--- src/rtl/riscv_id_stage_hs.sv ---
// Decode stage with valid/ready handshake, two-deep storage (output + skid),
// flush, XLEN-generic immediates, optional M-extension and illegal detection.
module riscv_id_stage_hs #(
    parameter int XLEN = 32,
    parameter bit EN_M = 1'b0
) (
    input  logic            clk,
    input  logic            rst_n,
    input  logic [XLEN-1:0] i_if_pc,
    input  logic [31:0]     i_if_inst,
    input  logic            i_if_valid,
    output logic            o_if_ready,
    input  logic            i_flush,
    input  logic            i_id_ready,
    output logic            o_id_valid,
    output logic [XLEN-1:0] o_id_pc,
    output logic [31:0]     o_id_inst,
    output logic [4:0]      o_id_rs1_addr,
    output logic [4:0]      o_id_rs2_addr,
    output logic [4:0]      o_id_rd_addr,
    output logic [XLEN-1:0] o_id_imm,
    output logic [4:0]      o_id_alu_op,
    output logic            o_id_illegal
);
    localparam logic [6:0] OPC_LUI    = 7'b0110111;
    localparam logic [6:0] OPC_AUIPC  = 7'b0010111;
    localparam logic [6:0] OPC_JAL    = 7'b1101111;
    localparam logic [6:0] OPC_JALR   = 7'b1100111;
    localparam logic [6:0] OPC_BRANCH = 7'b1100011;
    localparam logic [6:0] OPC_LOAD   = 7'b0000011;
    localparam logic [6:0] OPC_STORE  = 7'b0100011;
    localparam logic [6:0] OPC_OPIMM  = 7'b0010011;
    localparam logic [6:0] OPC_OP     = 7'b0110011;
    localparam logic [6:0] OPC_MISC   = 7'b0001111;
    localparam logic [6:0] OPC_SYSTEM = 7'b1110011;

    // payload = {pc, inst, imm, alu_op, illegal}
    localparam int PW = XLEN + 32 + XLEN + 5 + 1;

    logic [6:0]      w_opcode;
    logic [2:0]      w_funct3;
    logic [6:0]      w_funct7;
    logic [XLEN-1:0] w_dec_imm;
    logic [4:0]      w_dec_alu_op;
    logic            w_dec_illegal;
    logic [4:0]      w_f3_alu_op;
    logic [PW-1:0]   w_push_data;
    logic            w_push;
    logic            w_pop;

    logic            r_out_valid;
    logic            r_skd_valid;
    logic [PW-1:0]   r_out_data;
    logic [PW-1:0]   r_skd_data;

    assign w_opcode = i_if_inst[6:0];
    assign w_funct3 = i_if_inst[14:12];
    assign w_funct7 = i_if_inst[31:25];

    // Base ALU op selected by funct3, shared by OP and OP-IMM (SRL default for 101)
    always_comb begin
        w_f3_alu_op = 5'd0;
        case (w_funct3)
            3'b000:  w_f3_alu_op = 5'd0;  // ADD
            3'b001:  w_f3_alu_op = 5'd5;  // SLL
            3'b010:  w_f3_alu_op = 5'd8;  // SLT
            3'b011:  w_f3_alu_op = 5'd9;  // SLTU
            3'b100:  w_f3_alu_op = 5'd4;  // XOR
            3'b101:  w_f3_alu_op = 5'd6;  // SRL
            3'b110:  w_f3_alu_op = 5'd3;  // OR
            default: w_f3_alu_op = 5'd2;  // AND
        endcase
    end

    // Full decode of the incoming instruction before it is captured
    always_comb begin
        w_dec_imm     = '0;
        w_dec_alu_op  = 5'd0;
        w_dec_illegal = (i_if_inst[1:0] != 2'b11);
        case (w_opcode)
            OPC_LOAD, OPC_JALR: begin
                w_dec_imm = {{(XLEN-12){i_if_inst[31]}}, i_if_inst[31:20]};
            end
            OPC_OPIMM: begin
                w_dec_imm    = {{(XLEN-12){i_if_inst[31]}}, i_if_inst[31:20]};
                w_dec_alu_op = w_f3_alu_op;
                if (w_funct3 == 3'b001 && w_funct7 != 7'b0000000) begin
                    w_dec_illegal = 1'b1;
                end else if (w_funct3 == 3'b101) begin
                    if (w_funct7 == 7'b0100000)
                        w_dec_alu_op = 5'd7;  // SRAI
                    else if (w_funct7 != 7'b0000000)
                        w_dec_illegal = 1'b1;
                end
            end
            OPC_STORE: begin
                w_dec_imm = {{(XLEN-12){i_if_inst[31]}}, i_if_inst[31:25], i_if_inst[11:7]};
            end
            OPC_BRANCH: begin
                w_dec_imm = {{(XLEN-12){i_if_inst[31]}}, i_if_inst[7], i_if_inst[30:25],
                             i_if_inst[11:8], 1'b0};
            end
            OPC_JAL: begin
                w_dec_imm = {{(XLEN-20){i_if_inst[31]}}, i_if_inst[19:12], i_if_inst[20],
                             i_if_inst[30:21], 1'b0};
            end
            OPC_LUI, OPC_AUIPC: begin
                // sign-extend the 20-bit field, then shift it into place
                w_dec_imm = {{(XLEN-20){i_if_inst[31]}}, i_if_inst[31:12]} << 12;
            end
            OPC_OP: begin
                case (w_funct7)
                    7'b0000000: w_dec_alu_op = w_f3_alu_op;
                    7'b0100000: begin
                        if (w_funct3 == 3'b000)
                            w_dec_alu_op = 5'd1;  // SUB
                        else if (w_funct3 == 3'b101)
                            w_dec_alu_op = 5'd7;  // SRA
                        else
                            w_dec_illegal = 1'b1;
                    end
                    7'b0000001: begin
                        if (EN_M)
                            w_dec_alu_op = {2'b10, w_funct3};  // MUL..REMU
                        else
                            w_dec_illegal = 1'b1;
                    end
                    default: w_dec_illegal = 1'b1;
                endcase
            end
            OPC_MISC, OPC_SYSTEM: ;
            default: w_dec_illegal = 1'b1;
        endcase
        if (w_dec_illegal) begin
            w_dec_imm    = '0;
            w_dec_alu_op = 5'd0;
        end
    end

    assign o_if_ready  = !r_skd_valid;
    assign w_push      = i_if_valid & o_if_ready;
    assign w_pop       = r_out_valid & i_id_ready;
    assign w_push_data = {i_if_pc, i_if_inst, w_dec_imm, w_dec_alu_op, w_dec_illegal};

    // Occupancy of the output slot and skid slot; flush empties both
    always_ff @(posedge clk or negedge rst_n) begin
        if (!rst_n) begin
            r_out_valid <= 1'b0;
            r_skd_valid <= 1'b0;
        end else if (i_flush) begin
            r_out_valid <= 1'b0;
            r_skd_valid <= 1'b0;
        end else if (!r_out_valid || w_pop) begin
            if (r_skd_valid) begin
                r_out_valid <= 1'b1;
                r_skd_valid <= w_push;
            end else begin
                r_out_valid <= w_push;
            end
        end else if (w_push) begin
            r_skd_valid <= 1'b1;
        end
    end

    // Payload registers; contents only matter where the matching valid is set
    always_ff @(posedge clk) begin
        if (!r_out_valid || w_pop) begin
            r_out_data <= r_skd_valid ? r_skd_data : w_push_data;
            r_skd_data <= w_push_data;
        end else if (w_push) begin
            r_skd_data <= w_push_data;
        end
    end

    assign o_id_valid    = r_out_valid;
    assign o_id_pc       = r_out_data[PW-1 -: XLEN];
    assign o_id_inst     = r_out_data[XLEN+5+1 +: 32];
    assign o_id_imm      = r_out_data[5+1 +: XLEN];
    assign o_id_alu_op   = r_out_data[1 +: 5];
    assign o_id_illegal  = r_out_data[0];
    assign o_id_rs1_addr = o_id_inst[19:15];
    assign o_id_rs2_addr = o_id_inst[24:20];
    assign o_id_rd_addr  = o_id_inst[11:7];

endmodule
--- config.mk ---
export PLATFORM = sky130hd
export DESIGN_NAME = riscv_id_stage_hs
export DESIGN_NICKNAME = d
export VERILOG_FILES = /design/src/rtl/riscv_id_stage_hs.sv
export SDC_FILE = /design/constraint.sdc
export NUM_CORES = 1
export LEC_CHECK = 0
export CAP_MARGIN = 20
export CORE_AREA = 2 2 149 151
export CTS_BUF_LIST = sky130_fd_sc_hd__clkbuf_8
export CTS_CLUSTER_DIAMETER = 150
export CTS_CLUSTER_SIZE = 25
export DETAILED_ROUTE_END_ITERATION = 12
export DIE_AREA = 0 0 151 153
export PLACE_DENSITY = 0.69
export SETUP_SLACK_MARGIN = 0.15
export SYNTH_ARGS = -nofsm -noshare
export SYNTH_HDL_FRONTEND = slang
export SYNTH_SLANG_ARGS = --single-unit
export TNS_END_PERCENT = 30
--- constraint.sdc ---
create_clock -name clk -period 7.6 [get_ports clk]
set_input_delay 1.9 -clock clk [delete_from_list [all_inputs] [get_ports clk]]
set_output_delay 1.9 -clock clk [all_outputs]
set_load 0.05 [all_outputs]
== Yosys cells after proc, flatten, opt, wreduce, memory -nomap -nowiden ==
Index checks and enable logic that the tools add are counted.
Word-level totals
  register bits: 206
  input bits: 69
  output and inout bits: 119
  word-level logic and storage cells: 67
Operators by class
  equal/unequal tests: 19
  muxes and demuxes: 29
  bitwise logic cells: 2
  reduce and logical (&&, ||, !) cells: 13
Operators by type and width (number)
  $mux 102: 3
  $pmux 32 s5: 1
  $mux 32: 1
  $eq 7x6->1 const B: 4
  $eq 7x7->1 const B: 4
  $pmux 4 s7: 1
  $mux 5: 4
  $pmux 5 s2: 2
  $eq 7x5->1 const B: 2
  $mux 1: 13
  $eq 3x3->1 const B: 3
  $reduce_or 9->1: 1
  $eq 7x2->1 const B: 1
  $eq 7x4->1 const B: 1
  $logic_not 7->1: 1
  $reduce_bool 7->1: 1
  $eq 3x2->1 const B: 2
  $mux 3: 2
  $reduce_bool 2->1: 2
  $eq 3x1->1 const B: 1
  $logic_not 3->1: 1
  $pmux 1 s3: 1
  $reduce_bool 3->1: 1
  $reduce_or 3->1: 1
  7 further kinds: 9

== Logic depth before layout (Yosys ltp) ==
Gate-level depths: netlist of run 1.
  word-level depth: 9
  depth in mapped cells: 8
  mapped depth without buffers: 5

== Least setup slack after synthesis of run 1 ==
Ideal clock, no wire load.
  path type: input-to-reg
  start: input port i_id_ready
  end: register r_skd_data[0] (enable)
  arrival time: 6.549 ns
  data required time: 7.142 ns
  slack: 0.593 ns
  stages on the path: 2
  path buffers: 0
  cell sequence: nand2b_1 a21o_1
On the way
  word-level cells in the longest chain between the ends: 3
RTL lines
  from (decl): RTL line 14  | input logic i_id_ready,
  $and 1x1->1: RTL line 142  | assign w_pop = r_out_valid & i_id_ready;
  $logic_or 1x1->1: RTL line 167  | if (!r_out_valid || w_pop) begin
  $reduce_bool 2->1 (no source line)
  to (signal assigned): RTL line 169  | r_skd_data <= w_push_data;
  to (signal assigned): RTL line 171  | r_skd_data <= w_push_data;
  to (decl): RTL line 54  | logic [PW-1:0] r_skd_data;
No other way between the ends.
A chain may end at the register's enable or synchronous reset.

== Worst setup path in the final report of run 1 ==
  start: register r_skd_valid
  end: output port o_if_ready
On the way
  word-level cells in the longest chain between the ends: 1
RTL lines
  from (decl): RTL line 52  | logic r_skd_valid;
  from (signal assigned): RTL line 156  | r_skd_valid <= w_push;
  $logic_not 1->1: RTL line 140  | assign o_if_ready = !r_skd_valid;
  to (decl): RTL line 12  | output logic o_if_ready,
No other way between the ends.

==> results_tabular.tex, run 1 <==
\begin{tabular}{lr}
\hline
Metric & Value \\
\hline
\multicolumn{2}{l}{\textbf{Worst setup path}} \\
Highest net fanout along the worst path & 73 \\
Critical Path Sink Type & primary output \\
Crit path max-delay cell type & sky130\_fd\_sc\_hd\_\_dfrtp\_4 \\
CP Cell Sequence & inv\_2 -> clkdlybuf4s50\_1 \\
Critical Path Start Type & flop \\
Critical path type & reg2out \\
Source of the critical timing path & r\_skd\_valid \\
Startpoint of the worst-slack reg-to-reg timing path & r\_skd\_valid \\
Critical path data arrival time & between 2 and 3 ns \\
Longest individual stage delay on the worst path & about 1.1 ns \\
Endpoint required time on the critical path & 5.70 ns \\
\multicolumn{2}{l}{\textbf{Die}} \\
Core area & 21500 µm² \\
Die extent in x & around 150 µm \\
Floorplan die height & 153 µm \\
Number of primary I/O pins & 188 \\
Number of placement rows & 54 \\
Die area & about 23000 µm² \\
Effective utilization at floorplan & 39.6\% \\
\multicolumn{2}{l}{\textbf{Global route}} \\
Wire length of the first global-routing pass & between 20000 and 30000 µm \\
Antenna violations before repair & 0 \\
Global route overflow & 0 \\
Vias in the first global route & 5164 \\
Pin count of the biggest net entering global routing & 74 \\
Total track usage & 15.2\% \\
\multicolumn{2}{l}{\textbf{Timing}} \\
Achievable frequency & 0.215 GHz \\
RSZ-0062 raised after global routing & no \\
Clock period minus worst slack & 4.64 ns \\
Final setup fails & 0 \\
Clk\_skew & approximately 0.032 ns \\
Tightest slew margin relative to the limit & 32.5\% \\
Crit share post-route & 61.1\% \\
Total count of hold-check failures in the final report & 0 \\
Number of max-slew violations in the final report & 0 \\
Total negative slack for setup checks & 0 ns \\
Least setup slack across all paths after layout & 2.96 ns \\
Transition at the pin with the smallest max-transition slack & 1.01 ns \\
\multicolumn{2}{l}{\textbf{Cells and area}} \\
Share of final-layout standard cells stronger than drive strength 1 & 17.1\% \\
Area Growth Syn to Fin & 25.9\% \\
Antenna Diode Count & 0 \\
Number of nets in the layout & 765 \\
\multicolumn{2}{l}{\textbf{Job}} \\
Maxcap violations & 0 \\
\multicolumn{2}{l}{\textbf{Placement}} \\
Pre-CTS setup slack & 2.77 ns \\
Final weighted congestion in routability-driven placement & roughly 0.86 \\
Count of buffers from port buffering & 186 \\
Detailed Place HPWL & 11800 µm \\
\multicolumn{2}{l}{\textbf{Synth}} \\
Fraction of registers with async set or reset after synthesis & less than 1\% \\
Number of instances in the synthesized netlist & 540 \\
Post-synthesis net count & 609 \\
Post-synth EDFFs & 202 \\
Number of different library cells in the post-synthesis netlist & 47 \\
Mapped cell area & 8510 µm² \\
Total of flip-flops plus latches after synthesis & 204 \\
Sequential element share of the synthesized area & 71.9\% \\
Average footprint of a synthesized cell & 15.8 µm² \\
Synth Flop Type & sky130\_fd\_sc\_hd\_\_edfxtp\_1 \\
Synth warn & 0 \\
\multicolumn{2}{l}{\textbf{Clock network}} \\
TritonCTS Buffers & 12 \\
Resize count post-CTS & 0 \\
Root Driver & sky130\_fd\_sc\_hd\_\_clkbuf\_8 \\
Number of buffers on the longest clock path & 3 \\
Count of hold-fix buffers inserted at cts & 0 \\
Number of sinks on the clock net & 204 \\
Clock tree from TritonCTS & done \\
H-tree depth & 1 \\
Latest clock arrival within the worst-skew pair & 0.50 ns \\
Clock input transition at the sequential cells of the worst setup and hold paths & 0.15 ns \\
Postcts setup bufs & 0 \\
\multicolumn{2}{l}{\textbf{Route}} \\
Average wire per standard cell & about 18 µm \\
Total length of routed wires & roughly 18000 µm \\
First drt pass iteration count & 5 \\
Number of vias after detailed routing & 5045 \\
Drc violations & 0 \\
First-iteration detailed-routing DRC count & between 200 and 300 \\
Count of antenna-violating nets left after detailed routing & 0 \\
DR vias/cell & 5.15 \\
\multicolumn{2}{l}{\textbf{Power and ir drop}} \\
Leakage & 3.63 nW \\
Power density cells & 205 nW/µm² \\
Maximum ir drop on the vdd rail & 0.000131 V \\
\multicolumn{2}{l}{\textbf{Status}} \\
Status & finished, final reports clean \\
\multicolumn{2}{l}{\textbf{Hold path}} \\
Worst min-delay path startpoint & r\_skd\_data[69] \\
Classification of the worst-slack hold path & reg2reg \\
\hline
\end{tabular}
## cell type report
| type | instances | area (µm²) |
|---|---|---|
| Fill cell | 1807 | 10800 |
| Sequential cell | 204 | 6120 |
| Multi-Input combinational cell | 282 | 2100 |
| Timing Repair Buffer | 191 | 1900 |
| Tap cell | 280 | 350 |
| Clock buffer | 13 | 179 |
| Clock inverter | 5 | 45.0 |
| Inverter | 5 | 18.8 |
## routing by layer
metal | GRT usage [%] | up-vias | part of all wire (%)
met5 | 0 | - | 0
met4 | 2.71 | 0 | 1.4
met1 | 20.1 | 2509 | 42
li1 | - | 2338 | -
met3 | 2.75 | 17 | 6.6
met2 | 26.6 | 181 | 49
## placed cells by master, fill, tap and decap left out, types with 4 or more instances in the layout
master                              n
sky130_fd_sc_hd__inv_1              8
sky130_fd_sc_hd__a21oi_1           24
sky130_fd_sc_hd__nor2b_1            4
sky130_fd_sc_hd__o21ai_0           11
sky130_fd_sc_hd__buf_4              5
sky130_fd_sc_hd__mux2_2            62
sky130_fd_sc_hd__clkbuf_8          13
sky130_fd_sc_hd__nand2_1           52
sky130_fd_sc_hd__nor3_1             4
sky130_fd_sc_hd__nor3b_1            6
sky130_fd_sc_hd__clkdlybuf4s50_1  186
sky130_fd_sc_hd__o31ai_2           24
sky130_fd_sc_hd__o31ai_4            4
sky130_fd_sc_hd__edfxtp_1         202
sky130_fd_sc_hd__nand3_1           11
sky130_fd_sc_hd__a22oi_1            5
sky130_fd_sc_hd__nor2_1            37
## sequential cells by signal, indices dropped and copies added, names as in the netlist
signal and flops:
r_out_data 101, r_skd_data 101, o_id_valid 1, r_skd_valid 1
## cell usage after synthesis, types with 2 or more instances
cell / number / area share (%)
sky130_fd_sc_hd__nand3_1: 11 / 0.65
sky130_fd_sc_hd__o21ai_1: 3 / 0.18
sky130_fd_sc_hd__clkbuf_1: 21 / 0.93
sky130_fd_sc_hd__nor3b_1: 6 / 0.53
sky130_fd_sc_hd__o21a_1: 2 / 0.18
sky130_fd_sc_hd__nor2_1: 37 / 1.6
sky130_fd_sc_hd__and2_1: 3 / 0.22
sky130_fd_sc_hd__buf_6: 5 / 0.66
sky130_fd_sc_hd__buf_4: 19 / 1.7
sky130_fd_sc_hd__edfxtp_1: 202 / 71
sky130_fd_sc_hd__nor2b_1: 4 / 0.29
sky130_fd_sc_hd__o32a_1: 2 / 0.24
sky130_fd_sc_hd__o31ai_4: 4 / 1.0
sky130_fd_sc_hd__a211oi_1: 2 / 0.18
sky130_fd_sc_hd__a2111oi_0: 2 / 0.21
sky130_fd_sc_hd__inv_1: 4 / 0.18
sky130_fd_sc_hd__a22oi_1: 5 / 0.44
sky130_fd_sc_hd__a21oi_1: 24 / 1.4
sky130_fd_sc_hd__nand2_1: 52 / 2.3
sky130_fd_sc_hd__buf_2: 4 / 0.24
sky130_fd_sc_hd__nand2b_1: 4 / 0.29
sky130_fd_sc_hd__nor3_1: 4 / 0.24
sky130_fd_sc_hd__o21ai_0: 11 / 0.65
sky130_fd_sc_hd__o31ai_2: 24 / 3.5
sky130_fd_sc_hd__mux2_2: 62 / 8.2
sky130_fd_sc_hd__dfrtp_1: 2 / 0.59
## path summary, 6_finish.rpt
| check | end | slack (ns) | cells after the start |
|---|---|---|---|
| worst max-delay path | o_if_ready | 2.96 | 2 |
| worst min-delay path | r_out_data[69] | 0.53 | 2 |
| worst max register to register | r_skd_data[51] | 4.63 | 3 |
| worst min register to register | r_out_data[69] | 0.53 | 2 |
| max in group asynchronous | r_skd_valid | 5.92 | 1 |
| min in group asynchronous | o_id_valid | 1.54 | 1 |
## critical path: cells and delay by family, from the launching register on
| kind | cells | cell delay, ns |
|---|---|---|
| buf+inv | 2 | 1.11 |
| flops | 1 | 1.11 |
## logic make-up (layout without fill, tap and decap cells)
group           Yosys count  after routing  share of synthesized area, %
flops                   204            204                          71.9
other cells               1              1                        0.0441
compound gates           87             87                          8.86
mux                      62             62                          8.20
buf+inv                  54            214                          3.72
xor+xnor                  2              2                         0.206
simple gates            130            130                          7.11
## metrics by stage
step	instances	hold slack [ns]	instance area, µm²	util, %	power (mW)
after floorplan	540	0.498	8510	-	1.59
after global placement	962	0.509	10500	48.8	1.72
after detailed placement	962	0.513	10500	48.8	1.72
after CTS	980	0.522	10700	49.9	2.23
after global routing	980	0.541	10700	49.9	2.28
final	980	0.527	10700	49.9	2.20
## power by group
| part | internal (mW) | leakage [nW] | switching [mW] |
|---|---|---|---|
| combinational | 0.126 | 1.29 | 0.240 |
| sequential | 1.31 | 2.22 | 0.0232 |
| clock | 0.167 | 0.126 | 0.334 |
| total | 1.60 | 3.63 | 0.597 |
(Power assumes the default switching activity.)
==> run 2, diff against run 1 <==
- clock period: 7.6 -> 4.62 ns (I/O delays scaled with it)
==> run 2 against run 1 <==
  * Flip-flop and latch count is the same
  * Clock power grew 67%
  * Cell area grew 0.60%
  * Critical endpoint is now r_out_data[33]
  * Highest routed layer unchanged
==> results_tabular.tex, run 2 (synthesis gave the netlist of run 1 again) <==
\begin{tabular}{lr}
\hline
Metric & Value \\
\hline
\multicolumn{2}{l}{\textbf{Global route}} \\
Antenna violations before repair & 0 \\
Pin count of the biggest net entering global routing & 69 \\
Vias in the first global route & about 5k \\
Global route overflow & 0 \\
Total track usage & 15.7\% \\
Wire length of the first global-routing pass & roughly 29000 µm \\
\multicolumn{2}{l}{\textbf{Timing}} \\
Final setup fails & 0 \\
Tightest slew margin relative to the limit & about two fifths \\
Number of max-slew violations in the final report & 0 \\
Clk\_skew & 0.0349 ns \\
Clock period minus worst slack & 3.35 ns \\
Worst hold-check slack & 0.509 ns \\
Achievable frequency & 0.298 GHz \\
Total negative slack for setup checks & 0 ns \\
Transition at the pin with the smallest max-transition slack & 0.890 ns \\
Least setup slack across all paths after layout & 1.27 ns \\
Total count of hold-check failures in the final report & 0 \\
Crit share post-route & 72.6\% \\
RSZ-0062 raised after global routing & no \\
\multicolumn{2}{l}{\textbf{Cells and area}} \\
Fill count & 1826 \\
Number of nets in the layout & 770 \\
Area Growth Syn to Fin & 26.6\% \\
Antenna Diode Count & 0 \\
Largest regs & r\_out\_data x101, r\_skd\_data x101 \\
Post-layout instance area & 10800 µm² \\
Commonest cells after routing, fill and taps aside & sky130\_fd\_sc\_hd\_\_edfxtp\_1 (202), sky130\_fd\_sc\_hd\_\_clkdlybuf4s50\_1 (186), sky130\_fd\_sc\_hd\_\_mux2\_2 (62) \\
Share of final-layout standard cells stronger than drive strength 1 & $\sim$18\% \\
Most common cell after layout, fill and taps aside & sky130\_fd\_sc\_hd\_\_edfxtp\_1 \\
\multicolumn{2}{l}{\textbf{Worst setup path}} \\
Critical path type & in2reg \\
Critical Path Start Type & input port \\
Highest net fanout along the worst path & 19 \\
Critical Path Sink Type & flop \\
Endpoint required time on the critical path & 4.85 ns \\
Critical path data arrival time & about 3.6 ns \\
\multicolumn{2}{l}{\textbf{Clock network}} \\
Clock input transition at the sequential cells of the worst setup and hold paths & 0.15 ns \\
Number of buffers on the longest clock path & 3 \\
Number of sinks on the clock net & 204 \\
H-tree depth & 1 \\
TritonCTS Buffers & 12 \\
Count of hold-fix buffers inserted at cts & 0 \\
Resize count post-CTS & 0 \\
Root Driver & sky130\_fd\_sc\_hd\_\_clkbuf\_8 \\
Postcts setup bufs & 0 \\
Clock tree from TritonCTS & done \\
Latest clock arrival within the worst-skew pair & around 0.52 ns \\
\multicolumn{2}{l}{\textbf{Status}} \\
Status & finished, final reports clean \\
\multicolumn{2}{l}{\textbf{Power and ir drop}} \\
Power density cells & 337 nW/µm² \\
Leakage & approximately 3.7 nW \\
Total power draw & 3.63 mW \\
Maximum ir drop on the vdd rail & 0.000218 V \\
\multicolumn{2}{l}{\textbf{Route}} \\
Drc violations & 0 \\
First drt pass iteration count & 4 \\
DR vias/cell & 5.14 \\
Average wire per standard cell & 18.7 µm \\
Count of antenna-violating nets left after detailed routing & 0 \\
Number of vias after detailed routing & 5057 \\
Total length of routed wires & 18400 µm \\
First-iteration detailed-routing DRC count & 357 \\
\multicolumn{2}{l}{\textbf{Placement}} \\
Placed instance area & 10600 µm² \\
Count of buffers from port buffering & 186 \\
Final weighted congestion in routability-driven placement & roughly 0.81 \\
Detailed Place HPWL & about 12000 µm \\
Pre-CTS setup slack & 0.746 ns \\
\multicolumn{2}{l}{\textbf{Die}} \\
Number of primary I/O pins & 188 \\
Floorplan die height & 153 µm \\
Core area & $\sim$21000 µm² \\
Die area & 23100 µm² \\
Number of placement rows & 54 \\
Die extent in x & 151 µm \\
Effective utilization at floorplan & 39.6\% \\
\multicolumn{2}{l}{\textbf{Hold path}} \\
Classification of the worst-slack hold path & reg2reg \\
\multicolumn{2}{l}{\textbf{Job}} \\
Maxcap violations & 0 \\
\hline
\end{tabular}
run 2: changes by cell type in the layout (fill, tap and decap cells not counted), sizes merged:
cell and change:
inv -1, buf +5
run 2: worst paths after layout:
| path | endpoint | from | slack [ns] | cells after the start |
|---|---|---|---|---|
| setup / recovery | r_out_data[33] | i_if_inst[3] | 1.27 | 7 |
| min in group asynchronous | r_skd_valid | rst_n | 0.78 | 1 |
| setup reg to reg | r_out_data[77] | r_skd_valid | 1.96 | 3 |
| max in group asynchronous | r_skd_valid | rst_n | 3.69 | 1 |
| hold / removal | r_out_data[43] | r_skd_data[43] | 0.51 | 2 |
| hold reg to reg | r_out_data[43] | r_skd_data[43] | 0.51 | 2 |
run 2: power by group:
group | internal (mW) | total, mW | switching, mW
combinational | 0.211 | 0.612 | 0.401
sequential | 2.15 | 2.18 | 0.0336
clock | 0.274 | 0.836 | 0.562
total | 2.63 | 3.63 | 0.997
run 2: per-layer routing:
layer	routed length (µm)	GRT usage [%]	share of wire (%)	up-vias
met1	7650	20.9	42	2512
met4	405	3.96	2.2	0
met2	9280	26.8	50	184
met3	1090	2.75	5.9	25
li1	-	-	-	2336
met5	0	0	0	-
run 2: metrics by stage:
| step | instances | utilization [%] |
|---|---|---|
| 6_report | 984 | 50.2 |
| 5_1_grt | 984 | 50.2 |
| 4_1_cts | 984 | 50.2 |
| 2_1_floorplan | 540 | - |
| 3_5_place_dp | 967 | 49.1 |
| 3_3_place_gp | 967 | 49.1 |
run 2: layout make-up:
class,instances,area (µm²),share of cell area (%)
Sequential cell,204,6120,56.8
Multi-Input combinational cell,282,2110,19.5
Timing Repair Buffer,196,1960,18.2
Tap cell,280,350,3.25
Clock buffer,13,179,1.66
Clock inverter,4,41.3,0.383
Inverter,5,18.8,0.174
run 2: critical path: stages:
cell and delay (ns):
sky130_fd_sc_hd__clkdlybuf4s50_1 0.61, sky130_fd_sc_hd__and4bb_2 0.46, sky130_fd_sc_hd__nand2_2 0.12, sky130_fd_sc_hd__a2111oi_2 0.36, sky130_fd_sc_hd__o32a_2 0.50, sky130_fd_sc_hd__buf_4 0.29
sky130_fd_sc_hd__o31ai_2 0.08
==> run 3, diff against run 2 <==
- PLACE_DENSITY: 0.69 -> 0.72
- clock period: 4.62 -> 2.75 ns (I/O delays scaled with it)
==> run 3 against run 2 <==
  * Total power is 68% higher
  * Non-clock buffer count up 40
  * Sequential power up 68%
  * Clock-buffer cell count did not move
  * Critical path depth stayed put
==> results_tabular.tex, run 3 (synthesis gave the netlist of run 1 again) <==
\begin{tabular}{lr}
\hline
Metric & Value \\
\hline
\multicolumn{2}{l}{\textbf{Route}} \\
First-iteration detailed-routing DRC count & 302 \\
Average wire per standard cell & 18.4 µm \\
Drc violations & 0 \\
Count of antenna-violating nets left after detailed routing & 0 \\
Number of vias after detailed routing & 5141 \\
First drt pass iteration count & 4 \\
Total length of routed wires & 18800 µm \\
DR vias/cell & approximately 5.0 \\
\multicolumn{2}{l}{\textbf{Timing}} \\
RSZ-0062 raised after global routing & no \\
Clock period minus worst slack & 2.51 ns \\
Final setup fails & 0 \\
Total negative slack for setup checks & 0 ns \\
Number of max-slew violations in the final report & 0 \\
Tightest slew margin relative to the limit & 56.6\% \\
Total count of hold-check failures in the final report & 0 \\
Clk\_skew & 0.0331 ns \\
Crit share post-route & between 90\% and 100\% \\
Achievable frequency & 0.399 GHz \\
Transition at the pin with the smallest max-transition slack & 0.651 ns \\
\multicolumn{2}{l}{\textbf{Worst setup path}} \\
Critical Path Sink Type & flop \\
Critical Path Start Type & input port \\
Critical path type & in2reg \\
Endpoint required time on the critical path & 3.08 ns \\
Critical path data arrival time & 2.84 ns \\
Highest net fanout along the worst path & 10 \\
\multicolumn{2}{l}{\textbf{Cells and area}} \\
Area Growth Syn to Fin & 30.6\% \\
Number of nets in the layout & 810 \\
Share of final-layout standard cells stronger than drive strength 1 & 22.5\% \\
Commonest cells after routing, fill and taps aside & sky130\_fd\_sc\_hd\_\_edfxtp\_1 (202), sky130\_fd\_sc\_hd\_\_clkdlybuf4s50\_1 (185), sky130\_fd\_sc\_hd\_\_mux2\_2 (62) \\
Fill count & 1818 \\
Non-filler cells, final & 1023 \\
Core Util, Final & 51.8\% \\
Antenna Diode Count & 0 \\
Most common cell after layout, fill and taps aside & sky130\_fd\_sc\_hd\_\_edfxtp\_1 \\
Largest regs & r\_out\_data x101, r\_skd\_data x101 \\
\multicolumn{2}{l}{\textbf{Clock network}} \\
Number of buffers on the longest clock path & 3 \\
Number of sinks on the clock net & slightly above 200 \\
Count of hold-fix buffers inserted at cts & 0 \\
Root Driver & sky130\_fd\_sc\_hd\_\_clkbuf\_8 \\
H-tree depth & 1 \\
Clock tree from TritonCTS & done \\
Clock input transition at the sequential cells of the worst setup and hold paths & approximately 0.15 ns \\
Latest clock arrival within the worst-skew pair & 0.50 ns \\
TritonCTS Buffers & 12 \\
Resize count post-CTS & 0 \\
Postcts setup bufs & 0 \\
\multicolumn{2}{l}{\textbf{Power and ir drop}} \\
Internal power contribution & 4.46 mW \\
Clock network fraction of total power & 22.5\% \\
Switch Pwr & 1.66 mW \\
Share of total power in sequential cells & 60.0\% \\
Share of total power consumed by net switching & 27.1\% \\
Power density cells & 550 nW/µm² \\
Maximum ir drop on the vdd rail & 0.000389 V \\
Leakage & 3.87 nW \\
Part of the power in combinational logic & between 10\% and 20\% \\
Total power draw & 6.11 mW \\
\multicolumn{2}{l}{\textbf{Die}} \\
Floorplan die height & 153 µm \\
Core area & 21500 µm² \\
Number of primary I/O pins & 188 \\
Effective utilization at floorplan & 39.6\% \\
Die extent in x & 151 µm \\
Number of placement rows & 54 \\
Die area & 23100 µm² \\
\multicolumn{2}{l}{\textbf{Global route}} \\
Pin count of the biggest net entering global routing & 110 \\
Global route overflow & 0 \\
Antenna violations before repair & 0 \\
Wire length of the first global-routing pass & 29300 µm \\
Vias in the first global route & $\sim$5.2k \\
Total track usage & 16.1\% \\
\multicolumn{2}{l}{\textbf{Job}} \\
Maxcap violations & 0 \\
\multicolumn{2}{l}{\textbf{Placement}} \\
Count of buffers from port buffering & 186 \\
Final weighted congestion in routability-driven placement & 0.826 \\
Instance count after placement with tap cells included & 1007 \\
Detailed Place HPWL & 12700 µm \\
\multicolumn{2}{l}{\textbf{Hold path}} \\
Classification of the worst-slack hold path & in2async \\
\multicolumn{2}{l}{\textbf{Status}} \\
Status & finished, final reports clean \\
\hline
\end{tabular}
==> run 3: path summary, 6_finish.rpt <==
check	end	startpoint	slack, ns	depth (start not counted)
max	r_out_data[1]	i_if_inst[25]	0.24	7
min	r_skd_valid	rst_n	0.33	1
max reg2reg	r_out_data[40]	r_skd_valid	0.79	2
min reg2reg	r_out_data[45]	r_skd_data[45]	0.53	1
max in group asynchronous	r_skd_valid	rst_n	2.28	1
min in group clk	r_out_data[45]	r_skd_data[45]	0.53	1
==> run 3: metrics by stage <==
stage	setup slack [ns]	cell area, µm²	hold WS, ns
floorplan	0.0981	8530	0.392
global placement	-0.190	10900	0.506
detailed placement	-0.285	10900	0.518
CTS	0.266	11100	0.306
global route	0.181	11100	0.289
finish	0.242	11100	0.329
==> run 3: power by group through the flow <==
stage | Clock, mW | Sequential (mW) | Combinational [mW]
floorplan | 0 | 4.10 | 0.277
global placement | 0 | 3.74 | 1.06
detailed placement | 0 | 3.74 | 1.07
CTS | 1.45 | 3.67 | 1.08
global route | 1.55 | 3.69 | 1.12
finish | 1.38 | 3.67 | 1.07
==> run 3: worst max-delay path, stage by stage <==
cell,delay [ns]
sky130_fd_sc_hd__clkdlybuf4s50_1,0.47
sky130_fd_sc_hd__nor4_4,0.42
sky130_fd_sc_hd__and2_4,0.23
sky130_fd_sc_hd__a2111oi_2,0.06
sky130_fd_sc_hd__o32a_2,0.50
sky130_fd_sc_hd__buf_4,0.21
sky130_fd_sc_hd__o31ai_1,0.27
==> run 3: final cells by class <==
| class | instances | area, µm² | area share (%) |
|---|---|---|---|
| inverter | 5 | 18.8 | 0.169 |
| clock buffer | 13 | 179 | 1.61 |
| sequential | 204 | 6120 | 55.0 |
| tap | 280 | 350 | 3.15 |
| multi-input combinational | 282 | 2110 | 18.9 |
| clock inverter | 3 | 37.5 | 0.338 |
| timing repair buffer | 236 | 2310 | 20.8 |
==> run 3: metal layers <==
| layer | global-route usage [%] | vias to the layer above | part of all wire, % |
|---|---|---|---|
| li1 | - | 2423 | - |
| met5 | 0 | - | 0 |
| met4 | 3.56 | 0 | 1.8 |
| met1 | 22.4 | 2547 | 44 |
| met2 | 26.7 | 150 | 48 |
| met3 | 2.57 | 21 | 5.7 |
